$ cat src/rtl/mem_ctrl_if.sv
// Cache-side request/response channels and main-memory port of mem_ctrl.
interface mem_ctrl_if #(
  parameter int unsigned BADDR_BITS = 29,
  parameter int unsigned BLOCK_BITS = 64
);
  logic                  icache_req_valid;
  logic [BADDR_BITS-1:0] icache_req_block_addr;
  logic                  icache_req_ready;
  logic                  icache_flush;
  logic                  icache_resp_valid;
  logic [BLOCK_BITS-1:0] icache_resp_block_data;

  logic                  dcache_req_valid;
  logic                  dcache_req_type;
  logic [BADDR_BITS-1:0] dcache_req_block_addr;
  logic [BLOCK_BITS-1:0] dcache_req_block_data;
  logic                  dcache_req_ready;
  logic                  dcache_resp_valid;
  logic [BLOCK_BITS-1:0] dcache_resp_block_data;

  logic                  mem_en;
  logic                  mem_we;
  logic [BADDR_BITS-1:0] mem_addr;
  logic [BLOCK_BITS-1:0] mem_wdata;
  logic [BLOCK_BITS-1:0] mem_rdata;

  // Controller side.
  modport slave (
    input  icache_req_valid, icache_req_block_addr, icache_flush,
    output icache_req_ready, icache_resp_valid, icache_resp_block_data,
    input  dcache_req_valid, dcache_req_type, dcache_req_block_addr, dcache_req_block_data,
    output dcache_req_ready, dcache_resp_valid, dcache_resp_block_data,
    output mem_en, mem_we, mem_addr, mem_wdata,
    input  mem_rdata
  );

  // Caches and main memory side.
  modport master (
    output icache_req_valid, icache_req_block_addr, icache_flush,
    input  icache_req_ready, icache_resp_valid, icache_resp_block_data,
    output dcache_req_valid, dcache_req_type, dcache_req_block_addr, dcache_req_block_data,
    input  dcache_req_ready, dcache_resp_valid, dcache_resp_block_data,
    input  mem_en, mem_we, mem_addr, mem_wdata,
    output mem_rdata
  );
endinterface

$ cat src/rtl/mem_ctrl.sv
// Single-outstanding main-memory controller arbitrating icache (priority) and dcache.
module mem_ctrl #(
  parameter int unsigned MEM_LATENCY = 4,
  parameter int unsigned BLOCK_BITS  = 64,
  parameter int unsigned BADDR_BITS  = 29
) (
  input  logic      clk,
  input  logic      rst_aL,
  mem_ctrl_if.slave bus
);

  localparam int unsigned CNT_BITS = 4;
  localparam logic [CNT_BITS-1:0] CNT_LOAD = CNT_BITS'(MEM_LATENCY - 32'd1);

  typedef enum logic [1:0] {IDLE, BUSY, RESP} state_t;

  state_t                state, state_nxt;
  logic [CNT_BITS-1:0]   cnt, cnt_nxt;
  logic                  req_dc, req_dc_nxt;
  logic                  req_we, req_we_nxt;
  logic [BADDR_BITS-1:0] req_addr, req_addr_nxt;
  logic [BLOCK_BITS-1:0] req_wdata, req_wdata_nxt;
  logic                  squash, squash_nxt;

  // State, wait counter, captured request and squash flag.
  always_ff @(posedge clk) begin
    if (rst_aL) begin
      state     <= IDLE;
      cnt       <= '0;
      req_dc    <= 1'b0;
      req_we    <= 1'b0;
      req_addr  <= '0;
      req_wdata <= '0;
      squash    <= 1'b0;
    end else begin
      state     <= state_nxt;
      cnt       <= cnt_nxt;
      req_dc    <= req_dc_nxt;
      req_we    <= req_we_nxt;
      req_addr  <= req_addr_nxt;
      req_wdata <= req_wdata_nxt;
      squash    <= squash_nxt;
    end
  end

  // Arbitration, latency countdown, memory strobe and response pulse.
  always_comb begin
    state_nxt     = state;
    cnt_nxt       = cnt;
    req_dc_nxt    = req_dc;
    req_we_nxt    = req_we;
    req_addr_nxt  = req_addr;
    req_wdata_nxt = req_wdata;
    squash_nxt    = squash;

    bus.icache_req_ready       = 1'b0;
    bus.icache_resp_valid      = 1'b0;
    bus.icache_resp_block_data = '0;
    bus.dcache_req_ready       = 1'b0;
    bus.dcache_resp_valid      = 1'b0;
    bus.dcache_resp_block_data = '0;
    bus.mem_en                 = 1'b0;
    bus.mem_we                 = 1'b0;
    bus.mem_addr               = '0;
    bus.mem_wdata              = '0;

    case (state)
      IDLE: begin
        bus.icache_req_ready = 1'b1;
        bus.dcache_req_ready = ~bus.icache_req_valid;
        squash_nxt           = 1'b0;
        if (bus.icache_req_valid) begin
          req_dc_nxt    = 1'b0;
          req_we_nxt    = 1'b0;
          req_addr_nxt  = bus.icache_req_block_addr;
          req_wdata_nxt = '0;
          cnt_nxt       = CNT_LOAD;
          state_nxt     = BUSY;
        end else if (bus.dcache_req_valid) begin
          req_dc_nxt    = 1'b1;
          req_we_nxt    = bus.dcache_req_type;
          req_addr_nxt  = bus.dcache_req_block_addr;
          req_wdata_nxt = bus.dcache_req_type ? bus.dcache_req_block_data : '0;
          cnt_nxt       = CNT_LOAD;
          state_nxt     = BUSY;
        end
      end
      BUSY: begin
        if (!req_dc && bus.icache_flush) squash_nxt = 1'b1;
        if (cnt != '0) begin
          cnt_nxt = cnt - CNT_BITS'(1);
        end else begin
          bus.mem_en    = 1'b1;
          bus.mem_we    = req_we;
          bus.mem_addr  = req_addr;
          bus.mem_wdata = req_wdata;
          state_nxt     = RESP;
        end
      end
      RESP: begin
        // A flush arriving in the response cycle itself still suppresses the pulse.
        if (req_dc) begin
          bus.dcache_resp_valid      = 1'b1;
          bus.dcache_resp_block_data = req_we ? '0 : bus.mem_rdata;
        end else if (!(squash || bus.icache_flush)) begin
          bus.icache_resp_valid      = 1'b1;
          bus.icache_resp_block_data = bus.mem_rdata;
        end
        squash_nxt = 1'b0;
        state_nxt  = IDLE;
      end
      default: state_nxt = IDLE;
    endcase

    // Reset forces every output low immediately, ahead of the clock edge.
    if (rst_aL) begin
      bus.icache_req_ready       = 1'b0;
      bus.icache_resp_valid      = 1'b0;
      bus.icache_resp_block_data = '0;
      bus.dcache_req_ready       = 1'b0;
      bus.dcache_resp_valid      = 1'b0;
      bus.dcache_resp_block_data = '0;
      bus.mem_en                 = 1'b0;
      bus.mem_we                 = 1'b0;
      bus.mem_addr               = '0;
      bus.mem_wdata              = '0;
    end
  end

endmodule

$ cat src/flat_wrapper.sv
// flat-port wrapper written by rule: the top's interface ports become plain ports
module mem_ctrl_flat 
#(
  parameter int unsigned MEM_LATENCY = 4,
  parameter int unsigned BLOCK_BITS  = 64,
  parameter int unsigned BADDR_BITS  = 29
)
  (clk, rst_aL, bus_icache_req_valid, bus_icache_req_block_addr, bus_icache_flush, bus_icache_req_ready, bus_icache_resp_valid, bus_icache_resp_block_data, bus_dcache_req_valid, bus_dcache_req_type, bus_dcache_req_block_addr, bus_dcache_req_block_data, bus_dcache_req_ready, bus_dcache_resp_valid, bus_dcache_resp_block_data, bus_mem_en, bus_mem_we, bus_mem_addr, bus_mem_wdata, bus_mem_rdata);
  mem_ctrl_if #(.BADDR_BITS(BADDR_BITS), .BLOCK_BITS(BLOCK_BITS)) bus_i ();
  input  logic clk;
  input  logic rst_aL;
  input wire logic [$bits(bus_i.icache_req_valid)-1:0] bus_icache_req_valid;
  input wire logic [$bits(bus_i.icache_req_block_addr)-1:0] bus_icache_req_block_addr;
  input wire logic [$bits(bus_i.icache_flush)-1:0] bus_icache_flush;
  output wire logic [$bits(bus_i.icache_req_ready)-1:0] bus_icache_req_ready;
  output wire logic [$bits(bus_i.icache_resp_valid)-1:0] bus_icache_resp_valid;
  output wire logic [$bits(bus_i.icache_resp_block_data)-1:0] bus_icache_resp_block_data;
  input wire logic [$bits(bus_i.dcache_req_valid)-1:0] bus_dcache_req_valid;
  input wire logic [$bits(bus_i.dcache_req_type)-1:0] bus_dcache_req_type;
  input wire logic [$bits(bus_i.dcache_req_block_addr)-1:0] bus_dcache_req_block_addr;
  input wire logic [$bits(bus_i.dcache_req_block_data)-1:0] bus_dcache_req_block_data;
  output wire logic [$bits(bus_i.dcache_req_ready)-1:0] bus_dcache_req_ready;
  output wire logic [$bits(bus_i.dcache_resp_valid)-1:0] bus_dcache_resp_valid;
  output wire logic [$bits(bus_i.dcache_resp_block_data)-1:0] bus_dcache_resp_block_data;
  output wire logic [$bits(bus_i.mem_en)-1:0] bus_mem_en;
  output wire logic [$bits(bus_i.mem_we)-1:0] bus_mem_we;
  output wire logic [$bits(bus_i.mem_addr)-1:0] bus_mem_addr;
  output wire logic [$bits(bus_i.mem_wdata)-1:0] bus_mem_wdata;
  input wire logic [$bits(bus_i.mem_rdata)-1:0] bus_mem_rdata;
  assign bus_i.icache_req_valid = bus_icache_req_valid;
  assign bus_i.icache_req_block_addr = bus_icache_req_block_addr;
  assign bus_i.icache_flush = bus_icache_flush;
  assign bus_icache_req_ready = bus_i.icache_req_ready;
  assign bus_icache_resp_valid = bus_i.icache_resp_valid;
  assign bus_icache_resp_block_data = bus_i.icache_resp_block_data;
  assign bus_i.dcache_req_valid = bus_dcache_req_valid;
  assign bus_i.dcache_req_type = bus_dcache_req_type;
  assign bus_i.dcache_req_block_addr = bus_dcache_req_block_addr;
  assign bus_i.dcache_req_block_data = bus_dcache_req_block_data;
  assign bus_dcache_req_ready = bus_i.dcache_req_ready;
  assign bus_dcache_resp_valid = bus_i.dcache_resp_valid;
  assign bus_dcache_resp_block_data = bus_i.dcache_resp_block_data;
  assign bus_mem_en = bus_i.mem_en;
  assign bus_mem_we = bus_i.mem_we;
  assign bus_mem_addr = bus_i.mem_addr;
  assign bus_mem_wdata = bus_i.mem_wdata;
  assign bus_i.mem_rdata = bus_mem_rdata;
  mem_ctrl #(.MEM_LATENCY(MEM_LATENCY), .BLOCK_BITS(BLOCK_BITS), .BADDR_BITS(BADDR_BITS)) u_core (.clk(clk), .rst_aL(rst_aL), .bus(bus_i));
endmodule
$ cat config.mk
export PLATFORM = sky130hd
export DESIGN_NAME = mem_ctrl_flat
export DESIGN_NICKNAME = d
export VERILOG_FILES = /design/src/rtl/mem_ctrl_if.sv /design/src/rtl/mem_ctrl.sv /design/src/flat_wrapper.sv
export SDC_FILE = /design/constraint.sdc
export NUM_CORES = 1
export LEC_CHECK = 0
export ABC_AREA = 1
export BUFFER_PORTS_ARGS = -buffer_cell sky130_fd_sc_hd__buf_4
export CORE_AREA = 2 2 164 166
export DETAILED_ROUTE_END_ITERATION = 6
export DIE_AREA = 0 0 166 168
export PLACE_DENSITY_LB_ADDON = 0.2
export SLEW_MARGIN = 10
export SYNTH_ARGS = -nofsm -noshare
export SYNTH_HDL_FRONTEND = slang
export SYNTH_SLANG_ARGS = --single-unit
$ cat constraint.sdc
create_clock -name clk -period 3.3 [get_ports clk]
set_input_delay 0.66 -clock clk [delete_from_list [all_inputs] [get_ports clk]]
set_output_delay 0.66 -clock clk [all_outputs]
set_load 0.01 [all_outputs]
==> results of run 1 <==
routing by layer:
| metal | vias up | GRT usage [%] | wire length, µm |
|---|---|---|---|
| met4 | 0 | 5.75 | 639 |
| met3 | 26 | 3.62 | 1370 |
| met1 | 2966 | 18.3 | 9680 |
| met2 | 220 | 32.3 | 13100 |
| li1 | 3500 | - | - |
| met5 | - | 0 | 0 |
logic make-up (layout without fill, tap and decap cells):
family | count (synthesis) | after routing | synth area share, %
AOI/OAI and AO/OA | 94 | 94 | 8.62
DFF | 102 | 102 | 36.4
adders and majority gates | 2 | 2 | 0.446
buffers and inverters | 257 | 644 | 19.3
and+or+nand+nor | 478 | 478 | 35.2
other | 0 | 5 | 0
cell type report:
type | instances | area share [%]
diodes | 5 | 0.134
clock buffers | 10 | 2.46
inverters | 198 | 8.00
clock inverters | 6 | 0.820
repair buffers | 430 | 35.2
flip-flops and latches | 102 | 21.9
multi-input cells | 574 | 26.8
well taps | 341 | 4.59
metrics by stage:
step / setup WS (ns) / cell area (µm²) / hold WS, ns
6_report: 0.393 / 9300 / 0.452
5_1_grt: 0.210 / 9300 / 0.470
4_1_cts: 0.325 / 9290 / 0.455
3_5_place_dp: 0.587 / 8990 / 0.439
3_3_place_gp: 0.632 / 8990 / 0.437
2_1_floorplan: 1.16 / 5600 / 0.426
how the worst max path moves through the flow:
| stage | slack, ns | start | end | cells past startpoint |
|---|---|---|---|---|
| 5_1_grt | 0.21 | u_core.state[0]$_SDFFE_PP0P_ | bus_mem_addr[19] | 6 |
| 2_1_floorplan | 1.16 | rst_aL | bus_dcache_resp_block_data[10] | 4 |
| 3_5_place_dp | 0.59 | rst_aL | bus_mem_addr[19] | 6 |
| 3_3_place_gp | 0.63 | rst_aL | bus_mem_addr[22] | 6 |
| 4_1_cts | 0.33 | u_core.state[0]$_SDFFE_PP0P_ | bus_mem_addr[19] | 6 |
| 6_report | 0.39 | u_core.state[0]$_SDFFE_PP0P_ | bus_mem_addr[19] | 6 |
sequential cells by signal (all words and copies together) (netlist names):
| register | flops |
|---|---|
| u_core.req_wdata | 64 |
| u_core.req_addr | 29 |
| u_core.cnt | 4 |
| u_core.state | 2 |
| u_core.req_dc | 1 |
| u_core.req_we | 1 |
| u_core.squash | 1 |
where the power goes:
group	leakage [nW]	total, W	switching, W	internal (W)
Sequential	0.834	0.00136	0.0000381	0.00132
Clock	0.150	0.00113	0.000530	0.000604
Combinational	4.06	0.000670	0.000379	0.000291
Total	5.04	0.00317	0.000947	0.00222
cell usage in the layout, fill, tap and decap left out, drive strengths merged:
| cell type | Yosys | final |
|---|---|---|
| nor4 | 1 | 1 |
| o22ai | 1 | 1 |
| ha | 2 | 2 |
| inv | 198 | 200 |
| diode | 0 | 5 |
| dfxtp | 102 | 102 |
| nor2 | 232 | 232 |
| bufinv | 0 | 1 |
| clkinv | 0 | 3 |
| a21oi | 33 | 33 |
| buf | 38 | 430 |
| nand2 | 171 | 171 |
| o21ai | 60 | 60 |
| nand4 | 1 | 1 |
| clkbuf | 21 | 10 |
| nand3 | 69 | 69 |
| nor3 | 4 | 4 |
critical path, delay by kind of cell (launching register included):
| family | cells | cell delay [ns] |
|---|---|---|
| buffers and inverters | 3 | 0.62 |
| DFF | 1 | 0.42 |
| and+or+nand+nor | 3 | 0.84 |
==> flow_summary_export.csv, run 1 <==
group,metric,value,unit
run_status,run_status,"finished clean",
critical_path,reg2reg_from,"u_core.state[0]$_SDFFE_PP0P_",
hold_path,whs_path_depth,2,
synth,synthTopCellsByCount,"230 x nor2_1, 195 x inv_1, 171 x nand2_1",
critical_path,critical_path_peak_fanout,29,
power,irDropWorstVdd,0.254,mV
power,power_leakage,5.04,nW
hold_path,holdPathEnd,"u_core.req_wdata[19]$_SDFFE_PP0P_",
synth,synthMostInstantiatedCell,"nor2_1",
sta,hold_viol_final,0,
synth,syn_avg_cell_area,6.01,µm²
placed_design,place.gp.congestion,0.798,
final_layout,multi_input_area,2490,µm²
synth,synthCells,933,
die,die_h,168,µm
critical_path,worstSetupEndpointType,"output port",
clock_tree,root_buffer,"clkbuf_16",
grt,grt_pass1_wl,36500,µm
clock_tree,worstSkewPairLatency,0.35,ns
detailed_routing,vias,6712,
final_layout,stdcell_count,1666,
sta,fin_skew,0.0150,ns
critical_path,rrSetupSlack,1.58,ns
detailed_routing,drc,0,
flow_run,maxCapViolCount,0,
detailed_routing,post_drt_wl_per_cell,14.9,µm
sta,post-route-period-util,88.1,%
final_layout,layout.nets,1509,
critical_path,start_kind,"flop",
synth,syn-num-nets,1127,
clock_tree,htreeDepth,3,
sta,final_max_slew_viol_count,0,
final_layout,syn_to_final_growth,66.0,%
clock_tree,cts_setup_buffers,0,
die,rows,60,
detailed_routing,wirelength,24800,µm
die,core,26400,µm²
sta,fin_crit,2.91,ns
synth,netlist.area_leader.share,36.4,%
clock_tree,cts_tree,"done",
synth,ys_ff_latch,102,
clock_tree,cts.sinks,102,
placed_design,port_buffers,418,
sta,setup_violations,0,
grt,antenna_found_initial,7,
critical_path,r2r_cells,5,
synth,synth_flop_cell,"dfxtp_1",
final_layout,drive_above_1_share,35.3,%
detailed_routing,avgViaCountPerCell,4.03,
clock_tree,cts_buffer_depth,2,
sta,tightestPinTransition,0.821,ns
synth,ys_types,23,
hold_path,hold_start,"u_core.req_wdata[19]$_SDFFE_PP0P_",
die,die_w,166,µm
die,die-area,27900,µm²
synth,yosysWarnings,0,
hold_path,hold_path_class,"flop to flop",
critical_path,crit_top_cell,"buf_4",
grt,grt-ovfl-total,0,
critical_path,path_cells,"inv_2 > nor2_2 > nand4_4 > buf_4 > nor2_1 > buf_4",
detailed_routing,drt-initial-drc-count,276,
detailed_routing,drt.antenna.violating_nets,0,
final_layout,fillers,2939,
critical_path,required,2.64,ns
detailed_routing,dr.pass1.iters,4,
sta,rsz0062_at_grt,"false",
clock_tree,ctsHoldBuffers,0,
synth,synthTopCellsByArea,"dfxtp_1 36%, nor2_1 15%, inv_1 13%, nand2_1 11%, nand3_1 5.3%",
synth,ys_seq_area_share,36.4,%
critical_path,cp_slowest_cell,"nand4_4",
power,power,0.00317,W
die,start_util,21.3,%
critical_path,cp.arrival,2.25,ns
grt,first_global_vias,6339,
grt,grtUsageTotal,16.9,%
synth,yosysTopAreaCell,"dfxtp_1",
critical_path,slowest_delay,0.47,ns
sta,timing.fmax,0.344,GHz
final_layout,seqCellArea,2040,µm²
critical_path,crit_type,"flop to output port",
clock_tree,clk_pin_slew_worst_paths,0.07,ns
synth,syn_area,5600,µm²
clock_tree,cts_resized,0,
placed_design,place_inst,1645,
synth,synth_edf_count,0,
final_layout,fin_util,35.3,%
clock_tree,numCtsBuffers,9,
sta,fin_setup_tns,0,ns
synth,synthArstFlopShare,0,%
critical_path,reg2reg_to,"u_core.state[1]$_SDFFE_PP0P_",
sta,timing.slew.headroom,45.2,%
placed_design,dp_hpwl,19400,µm
grt,grt_max_degree,68,
power,p_per_area,340,nW/µm²
die,io_pins,419,
No activity file was read; power rests on OpenSTA's default activity.
==> run 2: changes to the inputs <==
Settings changed: CORE_AREA 2 2 164 166 to 2 2 161 163, DIE_AREA 0 0 166 168 to 0 0 163 165.
Clock period 3.3 ns to 3 ns, I/O delays scaled along.
==> flow_summary_export.csv, run 2 (synthesized netlist as in run 1, its figures left out) <==
group,metric,value,unit
placed_design,dp_hpwl,19100,µm
critical_path,start_kind,"flop",
critical_path,cp_slowest_cell,"buf_4",
critical_path,reg2reg_to,"u_core.cnt[2]$_SDFFE_PP0P_",
critical_path,required,2.40,ns
final_layout,final_cell_mix,"424 x buf_4, 230 x nor2_1, 195 x inv_1",
power,switching_share,27.7,%
power,irDropWorstVdd,0.211,mV
clock_tree,clk_pin_slew_worst_paths,0.07,ns
critical_path,worstSetupEndpointType,"output port",
final_layout,largest-register,"u_core.req_wdata",
detailed_routing,vias,6813,
placed_design,place.gp.congestion,0.918,
clock_tree,cts.sinks,102,
critical_path,cp.arrival,1.88,ns
clock_tree,cts_tree,"done",
sta,post-route-period-util,82.7,%
critical_path,cp-startpoint,"u_core.state[0]$_SDFFE_PP0P_",
detailed_routing,dr.pass1.iters,4,
sta,rsz0062_at_grt,"false",
die,die_w,163,µm
grt,grtUsageTotal,17.4,%
final_layout,drive_above_1_share,35.2,%
power,seqPwrFrac,41.7,%
hold_path,hold_start,"u_core.req_wdata[35]$_SDFFE_PP0P_",
critical_path,rrSetupSlack,1.31,ns
die,die-area,26900,µm²
power,clkPwrFrac,37.6,%
critical_path,slowest_delay,0.52,ns
grt,first_global_vias,6218,
critical_path,critical_path_peak_fanout,64,
critical_path,crit_type,"flop to output port",
final_layout,layout.nets,1508,
sta,fin_crit,2.48,ns
detailed_routing,drt-initial-drc-count,307,
sta,final_max_slew_viol_count,0,
final_layout,largest_register_ffs,64,
grt,grt_pass1_wl,35500,µm
hold_path,holdPathEnd,"u_core.req_wdata[35]$_SDFFE_PP0P_",
die,io_pins,419,
die,rows,58,
sta,fin_skew,0.0120,ns
power,p_comb_share,20.6,%
hold_path,hold_path_class,"flop to flop",
final_layout,final_common_cell,"buf_4",
clock_tree,cts_buffer_depth,2,
power,power_leakage,5.05,nW
run_status,run_status,"finished clean",
clock_tree,ctsHoldBuffers,0,
sta,hold_viol_final,0,
detailed_routing,wirelength,24700,µm
sta,tightestPinTransition,0.695,ns
final_layout,syn_to_final_growth,66.4,%
die,core,25000,µm²
power,p_per_area,385,nW/µm²
detailed_routing,drc,0,
detailed_routing,avgViaCountPerCell,4.12,
hold_path,whs_path_depth,2,
final_layout,seqCellArea,2040,µm²
critical_path,path_cells,"inv_2 > nand2_1 > nor3_2 > nand2_2 > buf_4 > nor2_1 > buf_4",
placed_design,place_inst,1633,
placed_design,port_buffers,418,
die,die_h,165,µm
clock_tree,worstSkewPairLatency,0.35,ns
final_layout,multi_input_area,2490,µm²
critical_path,reg2reg_from,"u_core.state[1]$_SDFFE_PP0P_",
sta,timing.fmax,0.403,GHz
detailed_routing,post_drt_wl_per_cell,14.9,µm
clock_tree,htreeDepth,3,
clock_tree,cts_setup_buffers,0,
final_layout,reg_top3,"u_core.req_wdata (64), u_core.req_addr (29), u_core.cnt (4)",
clock_tree,numCtsBuffers,9,
sta,timing.slew.headroom,53.6,%
clock_tree,cts_resized,0,
sta,setup_violations,0,
flow_run,maxCapViolCount,0,
detailed_routing,drt.antenna.violating_nets,0,
die,start_util,22.4,%
final_layout,fillers,2799,
sta,fin_setup_tns,0,ns
grt,grt_max_degree,97,
final_layout,stdcell_count,1652,
grt,grt-ovfl-total,0,
power,p_switching,0.000993,W
critical_path,crit_top_cell,"buf_4",
critical_path,r2r_cells,6,
power,power,0.00359,W
power,intPower,0.00260,W
grt,antenna_found_initial,5,
clock_tree,root_buffer,"clkbuf_16",
[run 2: worst max-delay path by stage]
stage	endpoint	depth (start not counted)
2_1_floorplan	bus_dcache_resp_block_data[10]	4
3_3_place_gp	bus_dcache_resp_block_data[3]	6
3_5_place_dp	bus_dcache_resp_block_data[3]	6
4_1_cts	bus_dcache_resp_block_data[3]	7
5_1_grt	bus_dcache_resp_block_data[58]	7
6_report	bus_dcache_resp_block_data[5]	7
[run 2: final cells by class]
type / instances / area share (%)
Inverter: 198 / 7.98
Sequential cell: 102 / 21.9
Antenna cell: 5 / 0.134
Clock inverter: 5 / 1.17
Tap cell: 330 / 4.43
Timing Repair Buffer: 429 / 35.2
Clock buffer: 9 / 2.42
Multi-Input combinational cell: 574 / 26.8
[run 2: power by group through the flow]
stage	sequential, W	combinational [W]	clock, W
after floorplan	0.00152	0.000407	0
after global placement	0.00153	0.000751	0
after detailed placement	0.00153	0.000756	0
after CTS	0.00150	0.000757	0.00140
after global routing	0.00151	0.000830	0.00145
final	0.00150	0.000741	0.00135
[run 2: worst max-delay path: cells and delay by family, from the launching register on]
family | cells | cell delay [ns]
buffers and inverters | 3 | 0.78
DFF | 1 | 0.41
and+or+nand+nor | 4 | 0.33
[run 2: stage by stage]
stage | hold WS [ns] | instance area [µm²] | setup WS (ns) | util [%]
after floorplan | 0.426 | 5600 | 0.983 | -
after global placement | 0.436 | 8980 | 0.665 | 35.9
after detailed placement | 0.439 | 8980 | 0.643 | 35.9
after CTS | 0.448 | 9310 | 0.497 | 37.2
after global routing | 0.456 | 9320 | 0.376 | 37.2
final | 0.449 | 9320 | 0.519 | 37.2
[run 2: per-layer routing]
metal | vias up | part of all wire, % | GRT usage, %
li1 | 3494 | - | -
met1 | 3060 | 39 | 19.2
met2 | 231 | 52 | 32.6
met3 | 28 | 6.8 | 3.77
met4 | 0 | 2.6 | 6.72
met5 | - | 0 | 0
==> run 3: changes to the inputs <==
Clock period 3 ns to 2.4 ns, I/O delays scaled along.
==> flow_summary_export.csv, run 3 (synthesized netlist as in run 1, its figures left out) <==
group,metric,value,unit
die,core,25000,µm²
sta,rsz0062_at_grt,"false",
critical_path,cp.arrival,1.75,ns
sta,setup_violations,0,
die,die_h,165,µm
critical_path,slowest_delay,0.41,ns
detailed_routing,drt.antenna.violating_nets,0,
final_layout,drive_above_1_share,35.4,%
flow_run,maxCapViolCount,0,
detailed_routing,post_drt_wl_per_cell,14.8,µm
die,start_util,22.4,%
detailed_routing,vias,6729,
final_layout,final_common_cell,"buf_4",
final_layout,layout.nets,1508,
sta,setup_slack,0.170,ns
final_layout,reg_top3,"u_core.req_wdata (64), u_core.req_addr (29), u_core.cnt (4)",
critical_path,critical_path_peak_fanout,51,
die,die-area,26900,µm²
sta,fin_crit,2.23,ns
sta,timing.slew.headroom,47.5,%
clock_tree,htreeDepth,3,
sta,fin_setup_tns,0,ns
sta,post-route-period-util,92.9,%
final_layout,stdcell_count,1653,
power,irDropWorstVdd,0.280,mV
die,io_pins,419,
clock_tree,cts_buffer_depth,2,
critical_path,cp_slowest_cell,"dfxtp_1",
power,p_per_area,456,nW/µm²
sta,final_max_slew_viol_count,0,
die,die_w,163,µm
grt,antenna_found_initial,4,
placed_design,port_buffers,418,
grt,first_global_vias,6365,
placed_design,dp_slack,0.200,ns
clock_tree,cts_setup_buffers,0,
placed_design,place.gp.congestion,0.912,
critical_path,crit_type,"flop to output port",
final_layout,largest-register,"u_core.req_wdata",
final_layout,syn_to_final_growth,66.1,%
grt,grt_max_degree,68,
die,rows,58,
detailed_routing,drc,0,
critical_path,start_kind,"flop",
grt,grt_pass1_wl,35800,µm
clock_tree,worstSkewPairLatency,0.35,ns
placed_design,dp_hpwl,19100,µm
detailed_routing,drt-initial-drc-count,373,
sta,whs,0.343,ns
hold_path,hold_path_class,"input port to flop",
clock_tree,numCtsBuffers,9,
final_layout,largest_register_ffs,64,
clock_tree,cts.sinks,102,
sta,tightestPinTransition,0.787,ns
sta,timing.fmax,0.449,GHz
clock_tree,root_buffer,"clkbuf_16",
critical_path,worstSetupEndpointType,"output port",
critical_path,required,1.92,ns
detailed_routing,avgViaCountPerCell,4.07,
critical_path,path_cells,"inv_2 > nor2_4 > nand4_4 > buf_12 > nor2_1 > buf_4",
sta,hold_viol_final,0,
detailed_routing,dr.pass1.iters,4,
run_status,run_status,"finished clean",
grt,grtUsageTotal,17.4,%
grt,grt-ovfl-total,0,
detailed_routing,wirelength,24400,µm
clock_tree,cts_tree,"done",
placed_design,place_inst,1633,
sta,fin_skew,0.0100,ns
final_layout,final_cell_mix,"422 x buf_4, 230 x nor2_1, 195 x inv_1",
power,power_leakage,5.04,nW
clock_tree,clk_pin_slew_worst_paths,0.08,ns
## run 3: changes by cell type in the layout (fill, tap and decap cells not counted), sizes merged
cell      delta
clkinv       +1
bufinv       -3
diode        -1
clkinvlp     +1
clkbuf       +3
## run 3: layout make-up
class,instances,area (µm²)
inverters,198,744
clock inverters,4,28.8
well taps,330,413
fillers,2788,15700
multi-input cells,574,2510
clock buffers,12,256
flip-flops and latches,102,2040
diodes,4,10.0
repair buffers,429,3310
## run 3: path summary, 6_finish.rpt
kind	start	endpoint	slack [ns]	cells past startpoint
max	u_core.state[0]$_SDFFE_PP0P_	bus_mem_addr[28]	0.17	6
min	bus_dcache_req_block_data[63]	u_core.req_wdata[63]$_SDFFE_PP0P_	0.34	3
max reg2reg	u_core.state[0]$_SDFFE_PP0P_	u_core.req_addr[13]$_SDFFE_PP0P_	0.94	5
min reg2reg	u_core.req_wdata[26]$_SDFFE_PP0P_	u_core.req_wdata[26]$_SDFFE_PP0P_	0.45	2
## run 3: report_power, final
part	total (W)	leakage (nW)	switching (W)	internal [W]
logic	0.000929	4.07	0.000517	0.000412
registers	0.00187	0.835	0.0000526	0.00182
clock network	0.00145	0.135	0.000681	0.000765
## run 3: timing repair
action / in CTS / in global routing
hold buffers: 0 / 0
setup endpoints to repair: 51 / 114
resized for setup: 1 / 6
gates cloned: 0 / 0
## run 3: metal layers
metal / up-vias / share of wire (%) / global-route usage, % / wire [µm]
met5: - / 0 / 0 / 0
met1: 2974 / 38 / 19.0 / 9380
met4: 0 / 3.2 / 7.64 / 790
met3: 28 / 6.9 / 4.32 / 1690
li1: 3493 / - / - / -
met2: 234 / 51 / 32.0 / 12600
## run 3: metrics by stage
| step | total power (W) | instance area [µm²] | util [%] |
|---|---|---|---|
| floorplan | 0.00241 | 5600 | - |
| global placement | 0.00284 | 8990 | 35.9 |
| detailed placement | 0.00285 | 8990 | 35.9 |
| CTS | 0.00432 | 9280 | 37.1 |
| global route | 0.00450 | 9310 | 37.2 |
| finish | 0.00425 | 9310 | 37.2 |
## run 3: critical path, delay by kind of cell (launching register included)
kind | cells | cell delay (ns)
and+or+nand+nor | 3 | 0.52
DFF | 1 | 0.41
buffers and inverters | 3 | 0.46
